--- config.mk ---
export PLATFORM = sky130hd
export DESIGN_NAME = core_port_arbiter
export DESIGN_NICKNAME = d
export VERILOG_FILES = /design/src/rtl/core_port_pkg.sv /design/src/rtl/core_port_arbiter_rr_pick.sv /design/src/rtl/core_port_arbiter.sv
export SDC_FILE = /design/constraint.sdc
export NUM_CORES = 1
export LEC_CHECK = 0
export ABC_AREA = 1
export BUFFER_PORTS_ARGS = -buffer_cell sky130_fd_sc_hd__buf_2
export CAP_MARGIN = 20
export CORE_ASPECT_RATIO = 1.5
export CORE_MARGIN = 3
export CORE_UTILIZATION = 45
export DETAILED_ROUTE_END_ITERATION = 8
export PLACE_DENSITY = 0.79
export REMOVE_ABC_BUFFERS = 1
export SETUP_SLACK_MARGIN = 0.05
export SYNTH_ARGS = -nofsm -noshare
export SYNTH_HDL_FRONTEND = slang
export SYNTH_SLANG_ARGS = --single-unit
--- constraint.sdc ---
create_clock -name clk -period 2.9 [get_ports clk]
set_input_delay 0.58 -clock clk [delete_from_list [all_inputs] [get_ports clk]]
set_output_delay 0.58 -clock clk [all_outputs]
set_load 0.01 [all_outputs]
--- src/rtl/core_port_pkg.sv ---
// Shared types and constants for the core port arbiter.
// Arbiter FSM states and the default data returned when a core access times out.
package core_port_pkg;

    typedef enum logic [1:0] {ARB_IDLE, ARB_REQ, ARB_WAIT} arb_state_e;

    localparam logic [31:0] ARB_ERR_DATA = 32'hDEADBEEF;

endpackage

--- src/rtl/core_port_arbiter_rr_pick.sv ---
// Round-robin picker: first requester at or above ptr, wrapping around to bit 0.
// The request vector is duplicated so the wrap-around becomes a plain lowest-bit scan.
module rr_pick #(
    parameter int N = 4,
    localparam int IW = (N > 1) ? $clog2(N) : 1
) (
    input  logic [N-1:0]  req,
    input  logic [IW-1:0] ptr,
    output logic [N-1:0]  grant,
    output logic [IW-1:0] idx,
    output logic          any
);

    logic [N-1:0]   mask;
    logic [2*N-1:0] dbl;

    always_comb begin
        for (int i = 0; i < N; i++) begin
            mask[i] = (i >= int'(ptr));
        end
    end

    // Low half holds only candidates at or above ptr; high half holds the wrapped-around ones.
    assign dbl = {req, req & mask};
    assign any = |req;

    always_comb begin : scan
        logic found;
        found = 1'b0;
        grant = '0;
        idx   = '0;
        for (int i = 0; i < 2 * N; i++) begin
            if (dbl[i] && !found) begin
                found        = 1'b1;
                grant[i % N] = 1'b1;
                idx          = IW'(i % N);
            end
        end
    end

endmodule

--- src/rtl/core_port_arbiter.sv ---
// Shares one core port among N_REQ requesters with round-robin grant,
// a single outstanding transaction, response routing and a response timeout.
module core_port_arbiter
    import core_port_pkg::*;
#(
    parameter int              N_REQ    = 4,
    parameter int              AW       = 32,
    parameter int              DW       = 32,
    parameter int              TIMEOUT  = 64,
    parameter logic [DW-1:0]   ERR_DATA = DW'(ARB_ERR_DATA)
) (
    input  logic                       clk,
    input  logic                       rst_n,
    input  logic [N_REQ-1:0]           up_req_valid,
    output logic [N_REQ-1:0]           up_req_ready,
    input  logic [N_REQ*AW-1:0]        up_req_addr,
    output logic [N_REQ-1:0]           up_resp_valid,
    output logic [DW-1:0]              up_resp_data,
    output logic                       up_resp_err,
    output logic                       core_req_valid,
    input  logic                       core_req_ready,
    output logic [AW-1:0]              core_req_addr,
    input  logic                       core_resp_valid,
    input  logic [DW-1:0]              core_resp_data,
    output logic                       busy,
    output logic [$clog2(N_REQ)-1:0]   grant_id
);

    localparam int IW = $clog2(N_REQ);
    localparam int CW = (TIMEOUT > 0) ? $clog2(TIMEOUT + 1) : 1;
    localparam logic [CW-1:0] TO_LAST = (TIMEOUT > 0) ? CW'(TIMEOUT - 1) : '0;
    localparam logic [CW-1:0] CNT_MAX = (TIMEOUT > 0) ? CW'(TIMEOUT) : {CW{1'b1}};

    arb_state_e       state, state_next;
    logic [IW-1:0]    rr_ptr;
    logic [N_REQ-1:0] owner_vec;
    logic [CW-1:0]    cnt;

    logic [N_REQ-1:0] pick_grant;
    logic [IW-1:0]    pick_idx;
    logic             pick_any;

    logic accept;
    logic done_ok;
    logic done_timeout;
    logic timeout_hit;

    rr_pick #(.N(N_REQ)) u_pick (
        .req   (up_req_valid),
        .ptr   (rr_ptr),
        .grant (pick_grant),
        .idx   (pick_idx),
        .any   (pick_any)
    );

    assign timeout_hit = (TIMEOUT != 0) && (cnt == TO_LAST);
    assign busy        = (state != ARB_IDLE);

    always_ff @(posedge clk) begin
        if (!rst_n) begin
            state <= ARB_IDLE;
        end else begin
            state <= state_next;
        end
    end

    always_comb begin
        state_next     = state;
        up_req_ready   = '0;
        core_req_valid = 1'b0;
        accept         = 1'b0;
        done_ok        = 1'b0;
        done_timeout   = 1'b0;
        case (state)
            ARB_IDLE: begin
                if (pick_any) begin
                    up_req_ready = pick_grant;
                    accept       = 1'b1;
                    state_next   = ARB_REQ;
                end
            end
            ARB_REQ: begin
                core_req_valid = 1'b1;
                if (core_req_ready) begin
                    // A response in the handshake cycle completes the transaction immediately.
                    if (core_resp_valid) begin
                        done_ok    = 1'b1;
                        state_next = ARB_IDLE;
                    end else begin
                        state_next = ARB_WAIT;
                    end
                end
            end
            ARB_WAIT: begin
                if (core_resp_valid) begin
                    done_ok    = 1'b1;
                    state_next = ARB_IDLE;
                end else if (timeout_hit) begin
                    done_timeout = 1'b1;
                    state_next   = ARB_IDLE;
                end
            end
            default: begin
                state_next = ARB_IDLE;
            end
        endcase
    end

    always_ff @(posedge clk) begin
        if (!rst_n) begin
            rr_ptr        <= '0;
            grant_id      <= '0;
            owner_vec     <= '0;
            core_req_addr <= '0;
        end else if (accept) begin
            rr_ptr        <= (pick_idx == IW'(N_REQ - 1)) ? '0 : pick_idx + 1'b1;
            grant_id      <= pick_idx;
            owner_vec     <= pick_grant;
            core_req_addr <= up_req_addr[int'(pick_idx) * AW +: AW];
        end
    end

    // Counts cycles spent in WAIT; held at zero while requesting and saturating instead of wrapping.
    always_ff @(posedge clk) begin
        if (!rst_n) begin
            cnt <= '0;
        end else if (state == ARB_REQ) begin
            cnt <= '0;
        end else if (state == ARB_WAIT && cnt != CNT_MAX) begin
            cnt <= cnt + 1'b1;
        end
    end

    always_ff @(posedge clk) begin
        if (!rst_n) begin
            up_resp_valid <= '0;
            up_resp_data  <= '0;
            up_resp_err   <= 1'b0;
        end else begin
            up_resp_valid <= (done_ok || done_timeout) ? owner_vec : '0;
            up_resp_data  <= done_ok ? core_resp_data : (done_timeout ? ERR_DATA : '0);
            up_resp_err   <= done_timeout;
        end
    end

endmodule

==> impl_metrics.toml, run 1 <==
[critical_path]
r2r_start = "rr_ptr[1]$_SDFFE_PN0P_"
path_depth = 7
crit_path_end_kind = "output pin"
r2r_end = "core_req_addr[10]$_SDFFE_PN0P_"
max_stage_delay_ns = 0.44
criticalPathCategory = "reg2out"
start_kind = "flip-flop"
rrSetupSlack_ns = 0.63
cp_slowest_cell = "dfxtp_1"
r2r_cells = 10
critPathBufInv = 2
worstPathArrival_ns = 2.06
critPathRequiredTime_ns = 2.32
cp_top_family = "simple AND/OR/NAND/NOR gates"
path_max_fanout = 27
cp_cell_sequence = "nor2_1, nand2_1, nand4_4, nand3_2, nand3_1, inv_1, buf_2"

[power_and_ir_drop]
p_leak_nw = 4.16
ir_drop_v = 0.000555
power.density_nw_per_um2 = 564

[sta]
finalHoldViolCount = 0
relSlewSlack = 0.557
tightest_slew_ns = 0.664
rsz0062_at_grt = "false"
slew_viol_final = 0
finalCriticalPeriod_ns = 2.64
fin_skew_ns = 0.00784
setup_tns_ns = 0
setup-violations-final = 0
timing.fmax_ghz = 0.379
fin_crit_sh = 0.910
final.setup.worst_slack_ns = 0.261

[placed_design]
dp_worst_setup_slack_ns = 0.413
io_buffers = 244
place.detailed.hpwl_um = 10900
gp_congestion = 0.930

[global_route]
grt_pass1_wl_um = 23600
grt_pass1_vias = 5197
grt_usage = 0.234
grt_max_degree = 65
antenna_found_initial = 0
grt-ovfl-total = 0

[finish]
mostFrequentLayoutCells = "244 x buf_2, 200 x inv_1, 166 x nand2_1"
area_growth_pct = 32.1
multiInputGateArea_um2 = 2240
finalNetCount = 1199
register_area_um2 = 1720
layout-drive-gt1-share = 0.274
final_common_cell = "buf_2"
antennaDiodeCount = 0
fillers = 1008

[detailed_routing]
post_drt_wl_per_cell_um = 12.6
drtIter0Drc = 324
first_pass_iters = 6
routed_wl_um = 14800
viasPerCell = 4.80
drc = 0
antenna_left = 0
vias = 5643

[yosys]
synth_edf_count = 0
synthArstFlopShare = 0
synth.avg_cell_area_um2 = 6.12
synth_area_leaders = "dfxtp_1 35%, inv_1 15%, nand2_1 13%"
synth_area_um2 = 4940
synthMuxAreaShare = 0
synth_top_family_by_area = "simple AND/OR/NAND/NOR gates"
synth_top_cell_by_area = "dfxtp_1"
synth_compound_area_frac = 0.0359
synth_top_area_share = 0.348
ys_types = 26
yosys.area_share.simple = 0.399
synthesis.instances = 808
synthAdderAreaFrac = 0.0127
synth_xor_area_frac = 0
synth-seq-area-share = 0.348
synthFlopType = "dfxtp_1"
yosysWarningCount = 0
ys_seq_elements = 86

[floorplanning]
die_h_um = 134
placement_rows = 46
dieArea_um2 = 12300
pin_count = 245
start_util = 0.464
fp.dieW_um = 91.6
core_area_um2 = 10600

[hold_path]
hold_start = "owner_vec[2]$_SDFFE_PN0P_"
hold_class = "reg2reg"
hold_path_depth = 2
holdPathEnd = "up_resp_valid[2]$_SDFF_PN0_"

[cts]
cts_max_level = 3
cts-buffers-inserted = 9
postCtsSetupBuffers = 0
cts_root_buffer = "clkbuf_16"
clock_sinks = 86
holdBufCountCts = 0
cts_buffer_depth = 2
clk_pin_slew_ns = 0.07
clk_latency_ns = 0.33
cts_tree = "done"
ctsResizeCount = 0

[run_status]
status = "finished, final reports clean"

[flow_run]
drv_cap = 0
==> where the power goes <==
group	internal [mW]	switching, mW	total [mW]
clock	0.689	0.512	1.20
sequential	1.29	0.0569	1.35
combinational	0.439	0.691	1.13
total	2.42	1.26	3.68
==> state kept, by name, indices dropped and copies added, names as in the netlist <==
| signal | count |
|---|---|
| up_resp_valid | 4 |
| grant_id | 2 |
| cnt | 7 |
| owner_vec | 4 |
| state | 2 |
| rr_ptr | 2 |
| up_resp_data | 32 |
| up_resp_err | 1 |
| core_req_addr | 32 |
==> per-layer routing <==
layer	wire, um	share of wire	GRT usage
met1	5900	0.40	0.270
met2	7320	0.50	0.416
met3	1250	0.084	0.0499
met4	317	0.021	0.0889
met5	0	0	0
==> logic make-up (layout without fill, tap and decap cells) <==
kind of cell / count (synthesis) / after routing
AOI/OAI and AO/OA: 28 / 28
DFF: 86 / 86
adders and majority gates: 5 / 5
buffers and inverters: 252 / 475
and+or+nand+nor: 437 / 437
==> worst max-delay path by stage <==
| stage | startpoint | endpoint | slack (ns) |
|---|---|---|---|
| CTS | rr_ptr[1]$_SDFFE_PN0P_ | up_req_ready[1] | 0.24 |
| floorplan | up_req_valid[1] | up_req_ready[2] | -1.23 |
| detailed placement | up_req_valid[0] | up_req_ready[2] | 0.41 |
| global placement | up_req_valid[0] | up_req_ready[2] | 0.42 |
| global route | rr_ptr[1]$_SDFFE_PN0P_ | up_req_ready[2] | 0.09 |
| finish | rr_ptr[1]$_SDFFE_PN0P_ | up_req_ready[1] | 0.26 |
==> Yosys cell counts (2+ instances only) <==
| cell type | number |
|---|---|
| inv_1 | 200 |
| nand2_1 | 167 |
| nand3_1 | 106 |
| nor2_1 | 88 |
| dfxtp_1 | 86 |
| nand4_1 | 67 |
| buf_2 | 33 |
| a21oi_1 | 13 |
| clkbuf_1 | 11 |
| o21ai_0 | 8 |
| ha_1 | 5 |
| buf_4 | 4 |
| nor3_1 | 4 |
| o211ai_1 | 3 |
| inv_2 | 2 |
==> through the flow <==
| step | hold slack [ns] | power [mW] | cell area (um2) | util | std cells |
|---|---|---|---|---|---|
| after global placement | 0.419 | 2.50 | 6210 | 0.584 | 1159 |
| after global routing | 0.405 | 3.92 | 6530 | 0.613 | 1175 |
| after CTS | 0.415 | 3.72 | 6530 | 0.613 | 1175 |
| after detailed placement | 0.417 | 2.51 | 6210 | 0.584 | 1159 |
| after floorplan | 0.408 | 2.08 | 4690 | - | 758 |
| final | 0.425 | 3.68 | 6530 | 0.613 | 1175 |
==> tightest hold or removal path, cell delays in order, from the launching register on <==
cell and delay (ns):
dfxtp_1 0.31, inv_1 0.04, nor2_1 0.03
==> area by class of cell <==
class	instances	area share
Timing Repair Buffer	257	0.202
Sequential cell	86	0.264
Clock buffer	9	0.0345
Tap cell	144	0.0276
Inverter	202	0.116
Multi-Input combinational cell	470	0.343
Clock inverter	7	0.0132
No activity file was read; power rests on OpenSTA's default activity.
==> run 2: changes to the inputs <==
CORE_UTILIZATION = 42   (was 45)
PLACE_DENSITY = 0.77   (was 0.79)
clock period = 2.1 ns   (was 2.9 ns; I/O delays follow)
==> run 2 against run 1 <==
Sequential power is 39% higher. Worst hold slack worse by 0.15 ns. Final cell count is 1.7% higher. Critical path depth is 1 higher. Critical path type unchanged. Critical endpoint is now up_req_ready[2]. Highest routed layer unchanged.
==> impl_metrics.toml, run 2 (synthesis results as in run 1) <==
[global_route]
grt_max_degree = 65
antenna_found_initial = 0
grt_pass1_wl_um = 24700
grt-ovfl-total = 0
grt_pass1_vias = 5418
grt_usage = 0.231

[cts]
clock_sinks = 86
cts_max_level = 3
clk_latency_ns = 0.33
cts_tree = "done"
cts_buffer_depth = 2
clk_pin_slew_ns = 0.07
holdBufCountCts = 0
cts_root_buffer = "clkbuf_16"
cts-buffers-inserted = 9

[detailed_routing]
antenna_left = 0
viasPerCell = 4.88
wl_met3_um = 1510
first_pass_iters = 6
drc = 0
wl_met2_um = 8180
drtIter0Drc = 245
wl_met1_um = 6030
post_drt_wl_per_cell_um = 13.5
routed.top_layer = "met4"
vias = 5835
routed_wl_um = 16100

[critical_path]
critPathBufInv = 2
cp_cell_sequence = "nor2_4, nand2_4, nand4_4, nand3_4, nor2_4, nand2_2, inv_1, buf_6"
critPathRequiredTime_ns = 1.68
crit_top_cell = "nor2_4"
crit_path_end_kind = "output pin"
cp_slowest_cell = "dfxtp_4"
start_kind = "flip-flop"
worstPathArrival_ns = 1.62
rrSetupSlack_ns = 0.25
r2r_cells = 11
path_max_fanout = 5
cp_top_family = "simple AND/OR/NAND/NOR gates"
criticalPathCategory = "reg2out"
max_stage_delay_ns = 0.39
r2r_end = "core_req_addr[19]$_SDFFE_PN0P_"
r2r_start = "rr_ptr[1]$_SDFFE_PN0P_"

[sta]
setup-violations-final = 0
fin_skew_ns = 0.0151
tightest_slew_ns = 0.402
slew_viol_final = 0
fin_crit_sh = 0.970
rsz0062_at_grt = "true"
timing.fmax_ghz = 0.491
finalHoldViolCount = 0
finalCriticalPeriod_ns = 2.04
relSlewSlack = 0.732
fin_hold_ws_ns = 0.272

[floorplanning]
dieArea_um2 = 13100
core_area_um2 = 11300
pin_count = 245
fp.dieW_um = 94.6
placement_rows = 47
die_h_um = 139
start_util = 0.438

[power_and_ir_drop]
p_sw_mw = 1.83
p_int_mw = 3.36
sequentialPowerShare = 0.361
power_frac_clock = 0.302
ir_drop_v = 0.000452
p_total_mw = 5.19
p_leak_nw = 4.32
p_sw_frac = 0.353
pwr-share-comb = 0.337
power.density_nw_per_um2 = 757

[hold_path]
hold_start = "core_resp_data[0]"
holdPathEnd = "up_resp_data[0]$_SDFF_PN0_"
hold_path_depth = 3
hold_class = "in2reg"

[finish]
mostFrequentLayoutCells = "243 x buf_2, 196 x inv_1, 162 x nand2_1"
instances_no_fill = 1195
finalNetCount = 1216
layout-drive-gt1-share = 0.303
area_growth_pct = 38.6
top_regs = "core_req_addr: 32 flops, up_resp_data: 32 flops, cnt: 7 flops"
final_common_cell = "buf_2"
utilization = 0.607
final_cell_area_um2 = 6850
antennaDiodeCount = 0

[placed_design]
place.detailed.hpwl_um = 11000
io_buffers = 244
dpl-instance-area_um2 = 6300
gp_congestion = 0.791
dpl.cell_count = 1164

[run_status]
status = "finished, final reports clean"

[flow_run]
drv_cap = 0
-- run 2: changes by cell type in the layout (fill, tap and decap cells not counted), sizes merged --
cell    previous run  this run
buf              257       272
clkinv             0         3
bufbuf             0         2
inv              207       205
bufinv             1         0
-- run 2: final cells by class --
class / instances / area (um2)
inverter: 202 / 758
multi-input combinational: 470 / 2310
clock inverter: 7 / 72.6
tap: 147 / 184
clock buffer: 9 / 225
fill: 1144 / 4440
timing repair buffer: 274 / 1570
sequential: 86 / 1730
-- run 2: how the worst max path moves through the flow --
stage,cells past startpoint,startpoint,end
CTS,9,state[1]$_SDFFE_PN0P_,up_req_ready[2]
global placement,10,up_req_valid[1],up_req_ready[2]
global route,8,rr_ptr[1]$_SDFFE_PN0P_,up_req_ready[2]
detailed placement,9,up_req_valid[1],up_req_ready[1]
floorplan,8,up_req_valid[1],up_req_ready[2]
finish,8,rr_ptr[1]$_SDFFE_PN0P_,up_req_ready[2]
-- run 2: per-layer routing --
layer,GRT usage,up-vias
met5,0,-
met4,0.0738,0
met3,0.0516,29
met2,0.417,269
met1,0.266,2590
li1,-,2947
-- run 2: worst min-delay path: stages --
cell and delay (ns):
buf_2 0.07, nand2_1 0.04, nand2_1 0.04
-- run 2: per-stage QoR --
| stage | setup TNS [ns] | setup WS, ns |
|---|---|---|
| after floorplan | -57.22 | -1.71 |
| after global placement | 0 | 0.177 |
| after detailed placement | 0 | 0.151 |
| after CTS | 0 | 0.0355 |
| after global routing | 0 | 0.00108 |
| final | 0 | 0.0624 |
-- run 2: power groups by stage --
stage / logic, mW / registers, mW / clock network, mW
2_1_floorplan: 0.913 / 1.96 / 0
3_3_place_gp: 1.60 / 1.89 / 0
3_5_place_dp: 1.61 / 1.90 / 0
4_1_cts: 1.68 / 1.86 / 1.60
5_1_grt: 1.96 / 1.89 / 1.69
6_report: 1.75 / 1.87 / 1.57
-- run 2: timing repair --
action                                  in CTS  in global routing
hold endpoints to repair                     0                  0
setup buffers                                5                  8
pin swaps                                    2                  7
resized for setup                            8                 21
endpoints found under the setup margin       3                  3
gates cloned                                 2                  0
==> run 3: changes to the inputs <==
CORE_UTILIZATION = 30   (was 42)
PLACE_DENSITY = unset   (was 0.77)
SKIP_LAST_GASP = 1   (was unset)
==> run 3 against run 2 <==
Sequential power hardly changed. Register-to-register slack better by 0.12 ns. Global-route usage is 5.5 points lower. Sequential share of layout area is 0.13 points higher. Critical endpoint unchanged.
==> impl_metrics.toml, run 3 (synthesis results as in run 1) <==
[critical_path]
path_max_fanout = 5
critPathRequiredTime_ns = 1.68
crit_path_end_kind = "output pin"
worstPathArrival_ns = 1.55
rrSetupSlack_ns = 0.37
criticalPathCategory = "reg2out"
start_kind = "flip-flop"

[power_and_ir_drop]
p_int_mw = 3.45
pwr-share-comb = 0.323
ir_drop_v = 0.000442
p_leak_nw = 4.24
sequentialPowerShare = 0.356
power.density_nw_per_um2 = 770
p_sw_mw = 1.80
p_sw_frac = 0.343
power_frac_clock = 0.321

[cts]
clk_pin_slew_ns = 0.07
cts_buffer_depth = 2
cts_max_level = 3
cts_root_buffer = "clkbuf_16"
clk_latency_ns = 0.34
cts_tree = "done"
cts-buffers-inserted = 9
clock_sinks = 86

[sta]
fin_hold_ws_ns = 0.266
finalCriticalPeriod_ns = 1.97
tightest_slew_ns = 0.469
fin_skew_ns = 0.0105
final.setup.worst_slack_ns = 0.131
finalHoldViolCount = 0
rsz0062_at_grt = "false"
relSlewSlack = 0.687
slew_viol_final = 0
fin_crit_sh = 0.938
setup-violations-final = 0
timing.fmax_ghz = 0.508

[detailed_routing]
first_pass_iters = 4
antenna_left = 0
drc = 0
drtIter0Drc = 397
routed_wl_um = 16700
vias = 5655
post_drt_wl_per_cell_um = 13.4
viasPerCell = 4.53

[finish]
area_growth_pct = 37.9
top_regs = "core_req_addr: 32 flops, up_resp_data: 32 flops, cnt: 7 flops"
layout-drive-gt1-share = 0.298
mostFrequentLayoutCells = "244 x buf_2, 196 x inv_1, 162 x nand2_1"
final_common_cell = "buf_2"
finalNetCount = 1209

[placed_design]
dp_worst_setup_slack_ns = 0.173
gp_congestion = 0.831
io_buffers = 244
place.detailed.hpwl_um = 12200

[hold_path]
hold_class = "in2reg"

[flow_run]
drv_cap = 0

[floorplanning]
start_util = 0.311
pin_count = 245
die_h_um = 163
fp.dieW_um = 111
placement_rows = 56
core_area_um2 = 15900
dieArea_um2 = 18100

[global_route]
grt-ovfl-total = 0
grt_usage = 0.176
antenna_found_initial = 3
grt_pass1_vias = 5342
grt_pass1_wl_um = 26200
grt_max_degree = 65

[run_status]
status = "finished, final reports clean"
## run 3: layout make-up
type / count / area, um2
Clock buffer: 10 / 239
Inverter: 202 / 758
Clock inverter: 6 / 75.1
Tap cell: 203 / 254
Multi-Input combinational cell: 470 / 2310
Antenna cell: 3 / 7.51
Timing Repair Buffer: 267 / 1450
Fill cell: 1736 / 9090
Sequential cell: 86 / 1730
## run 3: through the flow
step | instances | util | area (um2) | power, mW | TNS, ns
global route | 1247 | 0.429 | 6820 | 5.62 | 0
CTS | 1238 | 0.422 | 6710 | 5.27 | 0
detailed placement | 1221 | 0.400 | 6360 | 3.53 | 0
finish | 1247 | 0.429 | 6820 | 5.25 | 0
global placement | 1221 | 0.400 | 6360 | 3.52 | 0
floorplan | 758 | - | 4690 | 2.87 | -57.22
## run 3: worst paths after layout
check        cells past startpoint                       from                              to
max                              8     rr_ptr[1]$_SDFFE_PN0P_                 up_req_ready[2]
min                              3         core_resp_data[12]     up_resp_data[12]$_SDFF_PN0_
max reg2reg                      9      state[1]$_SDFFE_PN0P_  core_req_addr[15]$_SDFFE_PN0P_
min reg2reg                      2  owner_vec[0]$_SDFFE_PN0P_     up_resp_valid[0]$_SDFF_PN0_
## run 3: routing by layer
layer  vias to the layer above  track usage  part of all wire
li1                       2930            -                 -
met2                       171        0.310              0.52
met3                        21       0.0304             0.051
met4                         0       0.0695             0.022
met1                      2533        0.212              0.41
met5                         -            0                 0
## run 3: timing repair
item / CTS / global route
setup buffers: 1 / 6
pin swaps: 1 / 3
setup endpoints to repair: 2 / 3
hold buffers: 0 / 0
gates resized for setup: 9 / 17
## run 3: worst max-delay path: stages (launching register included)
cell and delay, ns:
dfxtp_4 0.37, nor2_4 0.13, nand2_4 0.09, nand4_4 0.11, nand3_4 0.13, nor2_4 0.14, nand2_2 0.07, inv_1 0.06
buf_2 0.12
## run 3: power by group through the flow
stage                     registers (mW)  logic [mW]  clock network (mW)
after global routing                1.89        1.91                1.82
final                               1.87        1.69                1.69
after detailed placement            1.90        1.64                   0
after CTS                           1.87        1.66                1.74
after global placement              1.90        1.63                   0
after floorplan                     1.96       0.913                   0
